==> src/rtl/idct_mac_sequencer_if.sv <==
// rtl/idct_mac_sequencer_if.sv - control/address bundle between the IDCT sequencer and the MAC datapath
// stall exists only when IDCT_SEQ_STALL_EN is defined.
interface idct_mac_sequencer_if #(
    parameter int AW = 6
);
    logic          start;
`ifdef IDCT_SEQ_STALL_EN
    logic          stall;
`endif
    logic          busy;
    logic          done;
    logic          pass;
    logic          mac_en;
    logic          mac_clr;
    logic          wr_en;
    logic [AW-1:0] rd_addr;
    logic [AW-1:0] coef_addr;
    logic [AW-1:0] wr_addr;

`ifdef IDCT_SEQ_STALL_EN
    modport master (
        input  start, stall,
        output busy, done, pass, mac_en, mac_clr, wr_en, rd_addr, coef_addr, wr_addr
    );
    modport slave (
        output start, stall,
        input  busy, done, pass, mac_en, mac_clr, wr_en, rd_addr, coef_addr, wr_addr
    );
`else
    modport master (
        input  start,
        output busy, done, pass, mac_en, mac_clr, wr_en, rd_addr, coef_addr, wr_addr
    );
    modport slave (
        output start,
        input  busy, done, pass, mac_en, mac_clr, wr_en, rd_addr, coef_addr, wr_addr
    );
`endif
endinterface

==> src/rtl/idct_mac_sequencer.sv <==
// rtl/idct_mac_sequencer.sv - two-pass (ROW then COL) address/control sequencer for the shared 8-tap IDCT MAC
// Optional freeze input enabled by IDCT_SEQ_STALL_EN.
module idct_mac_sequencer #(
    parameter int N       = 8,
    parameter int MAC_LAT = 2,
    parameter int AW      = 6
) (
    input  logic                  clk,
    input  logic                  rst,
    idct_mac_sequencer_if.master  bus
);
    localparam int LW = $clog2(N);
    localparam int DW = (MAC_LAT > 1) ? $clog2(MAC_LAT) : 1;
    localparam logic [LW-1:0] N_LAST = LW'(N - 1);
    localparam logic [DW-1:0] D_LAST = DW'((MAC_LAT > 0) ? MAC_LAT - 1 : 0);

    typedef enum logic [2:0] {
        S_IDLE,
        S_MAC,
        S_DRAIN,
        S_WRITE,
        S_DONE
    } state_t;

    state_t        state_q, state_d;
    logic [LW-1:0] r_q, r_d;
    logic [LW-1:0] k_q, k_d;
    logic [LW-1:0] n_q, n_d;
    logic [DW-1:0] d_q, d_d;
    logic          pass_q, pass_d;
    logic          stalled;

`ifdef IDCT_SEQ_STALL_EN
    assign stalled = bus.stall;
`else
    assign stalled = 1'b0;
`endif

    always_ff @(posedge clk or posedge rst) begin
        if (rst) begin
            state_q <= S_IDLE;
            r_q     <= '0;
            k_q     <= '0;
            n_q     <= '0;
            d_q     <= '0;
            pass_q  <= 1'b0;
        end else begin
            state_q <= state_d;
            r_q     <= r_d;
            k_q     <= k_d;
            n_q     <= n_d;
            d_q     <= d_d;
            pass_q  <= pass_d;
        end
    end

    // Loop nest is pass{r{k{n}}}; n stays at N-1 through DRAIN/WRITE so read addresses hold.
    always_comb begin
        state_d = state_q;
        r_d     = r_q;
        k_d     = k_q;
        n_d     = n_q;
        d_d     = d_q;
        pass_d  = pass_q;
        if (!stalled) begin
            case (state_q)
                S_IDLE: begin
                    if (bus.start) begin
                        state_d = S_MAC;
                        r_d     = '0;
                        k_d     = '0;
                        n_d     = '0;
                        d_d     = '0;
                        pass_d  = 1'b0;
                    end
                end
                S_MAC: begin
                    if (n_q == N_LAST) begin
                        if (MAC_LAT > 0) begin
                            state_d = S_DRAIN;
                            d_d     = '0;
                        end else begin
                            state_d = S_WRITE;
                        end
                    end else begin
                        n_d = n_q + 1'b1;
                    end
                end
                S_DRAIN: begin
                    if (d_q == D_LAST) begin
                        state_d = S_WRITE;
                    end else begin
                        d_d = d_q + 1'b1;
                    end
                end
                S_WRITE: begin
                    state_d = S_MAC;
                    n_d     = '0;
                    k_d     = k_q + 1'b1;
                    if (k_q == N_LAST) begin
                        r_d = r_q + 1'b1;
                        if (r_q == N_LAST) begin
                            if (!pass_q) begin
                                pass_d = 1'b1;
                            end else begin
                                state_d = S_DONE;
                            end
                        end
                    end
                end
                S_DONE: begin
                    state_d = S_IDLE;
                end
                default: begin
                    state_d = S_IDLE;
                end
            endcase
        end
    end

    assign bus.busy      = (state_q == S_MAC) || (state_q == S_DRAIN) || (state_q == S_WRITE);
    assign bus.done      = (state_q == S_DONE) && !stalled;
    assign bus.pass      = pass_q;
    assign bus.mac_en    = (state_q == S_MAC) && !stalled;
    assign bus.mac_clr   = (state_q == S_MAC) && !stalled && (n_q == '0);
    assign bus.wr_en     = (state_q == S_WRITE) && !stalled;
    // Write address swaps row/column so the second pass reads the transpose.
    assign bus.rd_addr   = AW'({r_q, n_q});
    assign bus.coef_addr = AW'({k_q, n_q});
    assign bus.wr_addr   = AW'({k_q, r_q});
endmodule

==> src/flat_wrapper.sv <==
// flat-port wrapper written by rule: the top's interface ports become plain ports
module idct_mac_sequencer_flat 
#(
    parameter int N       = 8,
    parameter int MAC_LAT = 2,
    parameter int AW      = 6
)
  (clk, rst, bus_start, bus_busy, bus_done, bus_pass, bus_mac_en, bus_mac_clr, bus_wr_en, bus_rd_addr, bus_coef_addr, bus_wr_addr);
  idct_mac_sequencer_if #(.AW(AW)) bus_i ();
  input  logic clk;
  input  logic rst;
  input wire logic [$bits(bus_i.start)-1:0] bus_start;
  output wire logic [$bits(bus_i.busy)-1:0] bus_busy;
  output wire logic [$bits(bus_i.done)-1:0] bus_done;
  output wire logic [$bits(bus_i.pass)-1:0] bus_pass;
  output wire logic [$bits(bus_i.mac_en)-1:0] bus_mac_en;
  output wire logic [$bits(bus_i.mac_clr)-1:0] bus_mac_clr;
  output wire logic [$bits(bus_i.wr_en)-1:0] bus_wr_en;
  output wire logic [$bits(bus_i.rd_addr)-1:0] bus_rd_addr;
  output wire logic [$bits(bus_i.coef_addr)-1:0] bus_coef_addr;
  output wire logic [$bits(bus_i.wr_addr)-1:0] bus_wr_addr;
  assign bus_i.start = bus_start;
  assign bus_busy = bus_i.busy;
  assign bus_done = bus_i.done;
  assign bus_pass = bus_i.pass;
  assign bus_mac_en = bus_i.mac_en;
  assign bus_mac_clr = bus_i.mac_clr;
  assign bus_wr_en = bus_i.wr_en;
  assign bus_rd_addr = bus_i.rd_addr;
  assign bus_coef_addr = bus_i.coef_addr;
  assign bus_wr_addr = bus_i.wr_addr;
  idct_mac_sequencer #(.N(N), .MAC_LAT(MAC_LAT), .AW(AW)) u_core (.clk(clk), .rst(rst), .bus(bus_i));
endmodule
==> config.mk <==
export PLATFORM = sky130hd
export DESIGN_NAME = idct_mac_sequencer_flat
export DESIGN_NICKNAME = d
export VERILOG_FILES = /design/src/rtl/idct_mac_sequencer_if.sv /design/src/rtl/idct_mac_sequencer.sv /design/src/flat_wrapper.sv
export SDC_FILE = /design/constraint.sdc
export NUM_CORES = 1
export LEC_CHECK = 0
export CORE_UTILIZATION = 41
export DETAILED_ROUTE_END_ITERATION = 8
export PLACE_DENSITY = 0.75
export REMOVE_ABC_BUFFERS = 1
export SLEW_MARGIN = 20
export SYNTH_ARGS = -nofsm -noshare
export SYNTH_HDL_FRONTEND = slang
export SYNTH_SLANG_ARGS = --single-unit
==> constraint.sdc <==
create_clock -name clk -period 1.23 [get_ports clk]
set_input_delay 0.246 -clock clk [delete_from_list [all_inputs] [get_ports clk]]
set_output_delay 0.246 -clock clk [all_outputs]
set_load 0.01 [all_outputs]
Word-level counts from Yosys, hierarchy flattened
Index checks and enable logic that the tools add are counted.
W data, S select, Z words.
{"block": "totals", "reg_bits": 14, "latchBits": 0, "out_inout_bits": 24, "mem_count": 0, "mem_bits_ro": 0, "word_cells": 57, "mem_bits_rw": 0, "inputBits": 3}
{"block": "classes", "addsub": 4, "n_bitwise": 0, "n_mul": 0, "reduce_logical": 14, "n_mux": 20, "div": 0, "magnitude_cmp": 0, "eq_ne": 13, "shifts": 0}
{"operator": "$mux W3", "n": 9}
{"operator": "$eq A3 B3 Y1 const B", "n": 4}
{"operator": "$pmux W3 S2", "n": 2}
{"operator": "$pmux W3 S4", "n": 1}
{"operator": "$reduce_and A3 Y1", "n": 4}
{"operator": "$add A3 B1 Y3 const B", "n": 3}
{"operator": "$pmux W3 S3", "n": 1}
{"operator": "$ne A2 B1 Y1 const B", "n": 4}
{"operator": "$eq A3 B2 Y1 const B", "n": 2}
{"operator": "$logic_not A3 Y1", "n": 2}
{"operator": "$reduce_bool A3 Y1", "n": 2}
{"operator": "$mux W1", "n": 5}
{"operator": "$ne A2 B2 Y1 const B", "n": 2}
{"operator": "$reduce_and A4 Y1", "n": 1}
{"operator": "$eq A3 B1 Y1 const B", "n": 1}
{"operator": "$pmux W1 S3", "n": 1}
{"operator": "$logic_or A1 B1 Y1", "n": 2}
{"operator": "$pmux W1 S2", "n": 1}
{"operator": "$reduce_and A2 Y1", "n": 1}
{"operator": "$reduce_bool A2 Y1", "n": 1}
{"operator": "$add A1 B1 Y1 const B", "n": 1}
{"operator": "$logic_and A1 B1 Y1", "n": 1}

Depth between registers and ports, before layout
{"block": "logic_depth", "ltp_word": 4, "mapped_depth": 5, "ltp_nobuf": 5}

Worst setup path before layout
Ideal clock, no wire load.
{"block": "synth_timing", "path_kind": "reg-to-reg", "from": "reg u_core.k_q[0]", "to": "reg u_core.r_q[0]", "stages_incl_launch_ff": 6, "setup_slack_ps": -186, "period_less_slack_ps": 1416, "t_arrival_ps": 1291, "setup_ps": 125, "t_required_ps": 1105, "n_path_buf": 0, "path_cell_list": "dfrtp_1 > ha_1 > ha_1 > and4b_4 > nor2_2 > mux2_4"}
{"block": "synth_via", "elab_chain_cells": 3}
{"element": "start: declaration", "line_no": "idct_mac_sequencer.sv:27", "source": "logic [LW-1:0] k_q, k_d;"}
{"element": "start signal: assignment", "line_no": "idct_mac_sequencer.sv:50", "source": "k_q <= k_d;"}
{"element": "$eq A3 B3 Y1", "line_no": "idct_mac_sequencer.sv:100", "source": "if (k_q == N_LAST) begin"}
{"element": "$ne A2 B1 Y1 (no source line)"}
{"element": "$reduce_and A3 Y1 (no source line)"}
{"element": "end signal: assignment", "line_no": "idct_mac_sequencer.sv:49", "source": "r_q <= r_d;"}
{"element": "end: declaration", "line_no": "idct_mac_sequencer.sv:26", "source": "logic [LW-1:0] r_q, r_d;"}
No other way between the ends.
A chain may end at the register's enable or synchronous reset.

Final worst setup path
{"block": "layout_timing", "from": "reg u_core.state_q[2]", "to": "reg u_core.n_q[1]"}
{"block": "layout_via", "elab_chain_cells": 3, "word_cells_on_any_way": 8, "cone_classes": "eq/ne: 4; mux: 1; reduce/logical: 3"}
{"element": "start: declaration", "line_no": "idct_mac_sequencer.sv:25", "source": "state_t state_q, state_d;"}
{"element": "start signal: assignment", "line_no": "idct_mac_sequencer.sv:48", "source": "state_q <= state_d;"}
{"element": "$eq A3 B1 Y1, or another cell as far along", "line_no": "idct_mac_sequencer.sv:66", "source": "case (state_q)"}
{"element": "$ne A2 B2 Y1 (no source line) / $reduce_bool A3 Y1 (equally long branches)"}
{"element": "$reduce_and A3 Y1 (no source line)"}
{"element": "end signal: assignment", "line_no": "idct_mac_sequencer.sv:51", "source": "n_q <= n_d;"}
{"element": "end: declaration", "line_no": "idct_mac_sequencer.sv:28", "source": "logic [LW-1:0] n_q, n_d;"}
Several ways; a longest one is shown, not always the timed one.

==> flow_metrics.tcl <==
set metrics [dict create \
    status "finished, violations left" \
    failed_checks "negative setup slack" \
    tns_ns -4.78 \
    first_pass_iters 4 \
    critical_path_class "reg -> reg" \
    use_met3 0.0792 \
    nets 144 \
    clock.fmax_ghz 0.614 \
    postRouteAntennaNets 0 \
    grt_pass1_vias 837 \
    place_inst 142 \
    place_hpwl_mm 1.49 \
    clock_latency_ns 0.28 \
    rsz0062_at_grt "true" \
    grtUsageTotal 0.244 \
    ys_ff_latch 14 \
    drt-vias-per-instance 5.28 \
    final_cells 160 \
    synth.distinct_cells 30 \
    yosysSeqAreaShare 0.408 \
    synth_top_area_share 0.408 \
    startpoint_type "flip-flop" \
    leakage_nw 0.732 \
    hold_class "in -> async" \
    clockBufferDepth 2 \
    synth_flop_cell "dfrtp_1" \
    arrival_ns 1.79 \
    numClockSinks 14 \
    busiest_layer "met2" \
    die_y_um 47.8 \
    synth.avg_cell_area_um2 10.9 \
    period_needed_ns 1.63 \
    clkTransAtPathRegs_ns 0.09 \
    ir_worst_vdd_uv 468 \
    rows 16 \
    grt_util_met2 0.441 \
    relSlewSlack 0.748 \
    core-area_um2 1960 \
    gp_routability_congestion 0.700 \
    drt_iter0_drc 21 \
    dieArea_um2 2280 \
    cts_tree "built" \
    drcViolationCount 0 \
    fin_skew_ns 0.00604 \
    synth-edff-count 0 \
    pwr_density_cell_nw_per_um2 572 \
    synthToLayoutAreaGrowth_pct 69.7 \
    antenna_found_initial 0 \
    grt_start_max_net_pins 15 \
    synth_area_leaders "dfrtp_1 (41%), ha_1 (10%), buf_4 (8.7%)" \
    required_ns 1.39 \
    crit_path_max_fanout 4 \
    overflow 0 \
    hold_viol 0 \
    synth_top_area_cell "dfrtp_1" \
    synth_area_um2 860 \
    start_util 0.438 \
    worst_slew_pin_slew_ns 0.376 \
    fillers 131 \
    synth_cells 79 \
    routedWlPerCell_um 18.1 \
    met1_usage 0.238 \
    num_antenna_cells 0 \
    numPortBuffers 26 \
    drt_wl_total_mm 2.90 \
    drive_gt1_frac 0.602 \
    vias 844 \
    setup_ws_ns -0.398 \
    grt_pass1_wl_mm 3.66 \
    ys_warn_count 0 \
    clock-root-buffer "clkbuf_4" \
    die_x_um 47.8 \
    pre_cts_ws_ns -0.388 \
    synthArstFlopShare 1.00 \
    io_pins 27 \
    numCtsBuffers 3 \
    setup_viol 20 \
    critical_path.endpoint_type "flip-flop" \
    cap_viol_max_count 0 \
    slew_viol_final 0 \
    cts_hold_buf 0 \
    fin_crit_sh 1.32 \
    htree_levels 1 \
]
-- worst max-delay path, cell delays in order (launching register included) --
cell	delay, ns
dfrtp_2	0.45
buf_6	0.13
buf_6	0.11
nor4b_4	0.41
buf_4	0.21
a21oi_4	0.05
mux2i_1	0.14
-- stage by stage --
step	cell area (um2)	power (mW)	utilization	hold WS [ns]
3_3_place_gp	1230	0.501	0.627	0.529
6_report	1460	0.835	0.744	0.257
3_5_place_dp	1230	0.502	0.627	0.540
2_1_floorplan	763	0.485	-	0.135
5_1_grt	1460	0.869	0.744	0.309
4_1_cts	1360	0.829	0.691	0.265
-- kinds of logic after synthesis --
logic type,count (synthesis),share of synthesized area
multiplexers,6,0.0771
buffers and inverters,19,0.138
AND/OR/NAND/NOR,22,0.180
flip-flops,14,0.408
adder cells (fa/ha/maj),7,0.102
AO/OA/AOI/OAI,11,0.0946
-- area by class of cell --
type	count	area [um2]	area share
well taps	27	33.8	0.0232
inverters	6	22.5	0.0154
flip-flops and latches	14	352	0.241
repair buffers	63	539	0.370
clock buffers	4	36.3	0.0249
multi-input cells	46	475	0.326
-- repair_timing --
item,4_1_cts,5_1_grt
gates resized for setup,95,32
setup endpoints to repair,38,32
cloned,1,0
hold endpoints to repair,0,0
pin swaps,4,6
setup buffers,12,4
-- cell usage after synthesis (all sizes together), types with 2 or more instances --
cell type,n
a21oi,3
mux2i,4
nand2b,2
inv,6
dfrtp,14
nor2,5
nand2,3
ha,7
o31ai,2
mux2,2
a22o,4
buf,13
nor2b,2
-- state kept, by name (all words and copies together), names as in the netlist --
register	flops
u_core.k_q	3
u_core.n_q	3
u_core.r_q	3
u_core.state_q	3
u_core.bus.pass	1
u_core.d_q	1
-- path summary, 6_finish.rpt --
check | from | endpoint | slack, ns | cells past startpoint
worst min register to register | u_core.d_q$_DFFE_PP0P_ | u_core.d_q$_DFFE_PP0P_ | 0.58 | 2
min in group clk | u_core.d_q$_DFFE_PP0P_ | u_core.d_q$_DFFE_PP0P_ | 0.58 | 2
worst min-delay path | rst | u_core.n_q[2]$_DFFE_PP0P_ | 0.26 | 3
worst max-delay path | u_core.state_q[2]$_DFFE_PP0P_ | u_core.n_q[1]$_DFFE_PP0P_ | -0.40 | 6
max in group asynchronous | rst | u_core.state_q[2]$_DFFE_PP0P_ | 0.79 | 3
worst max register to register | u_core.state_q[2]$_DFFE_PP0P_ | u_core.n_q[1]$_DFFE_PP0P_ | -0.40 | 6
-- per-layer routing --
layer  up-vias  wire, um
met5         -         0
met4         0       134
met3        12        95
met2        33      1650
met1       424      1020
li1        375         -
-- layout by cell type (no fill, tap or decap), types with 2 or more instances in the layout --
cell / netlist / layout
clkbuf_2: 0 / 2
ha_2: 0 / 3
ha_1: 7 / 2
a22o_1: 4 / 4
a21oi_1: 2 / 2
ha_4: 0 / 2
inv_1: 6 / 6
dfrtp_1: 14 / 13
nor2_2: 1 / 2
mux2i_1: 4 / 4
clkdlybuf4s50_1: 0 / 2
clkdlybuf4s15_1: 0 / 3
buf_2: 2 / 10
clkbuf_4: 0 / 3
nand2_1: 3 / 3
nor2_1: 4 / 3
mux2_4: 1 / 2
buf_6: 1 / 21
buf_4: 10 / 23
-- report_power, final --
part | total (mW) | switching (mW) | internal [mW]
logic | 0.0357 | 0.0187 | 0.0170
clock network | 0.337 | 0.157 | 0.180
registers | 0.463 | 0.00117 | 0.461
total | 0.835 | 0.176 | 0.658
No activity file was read; power rests on OpenSTA's default activity.
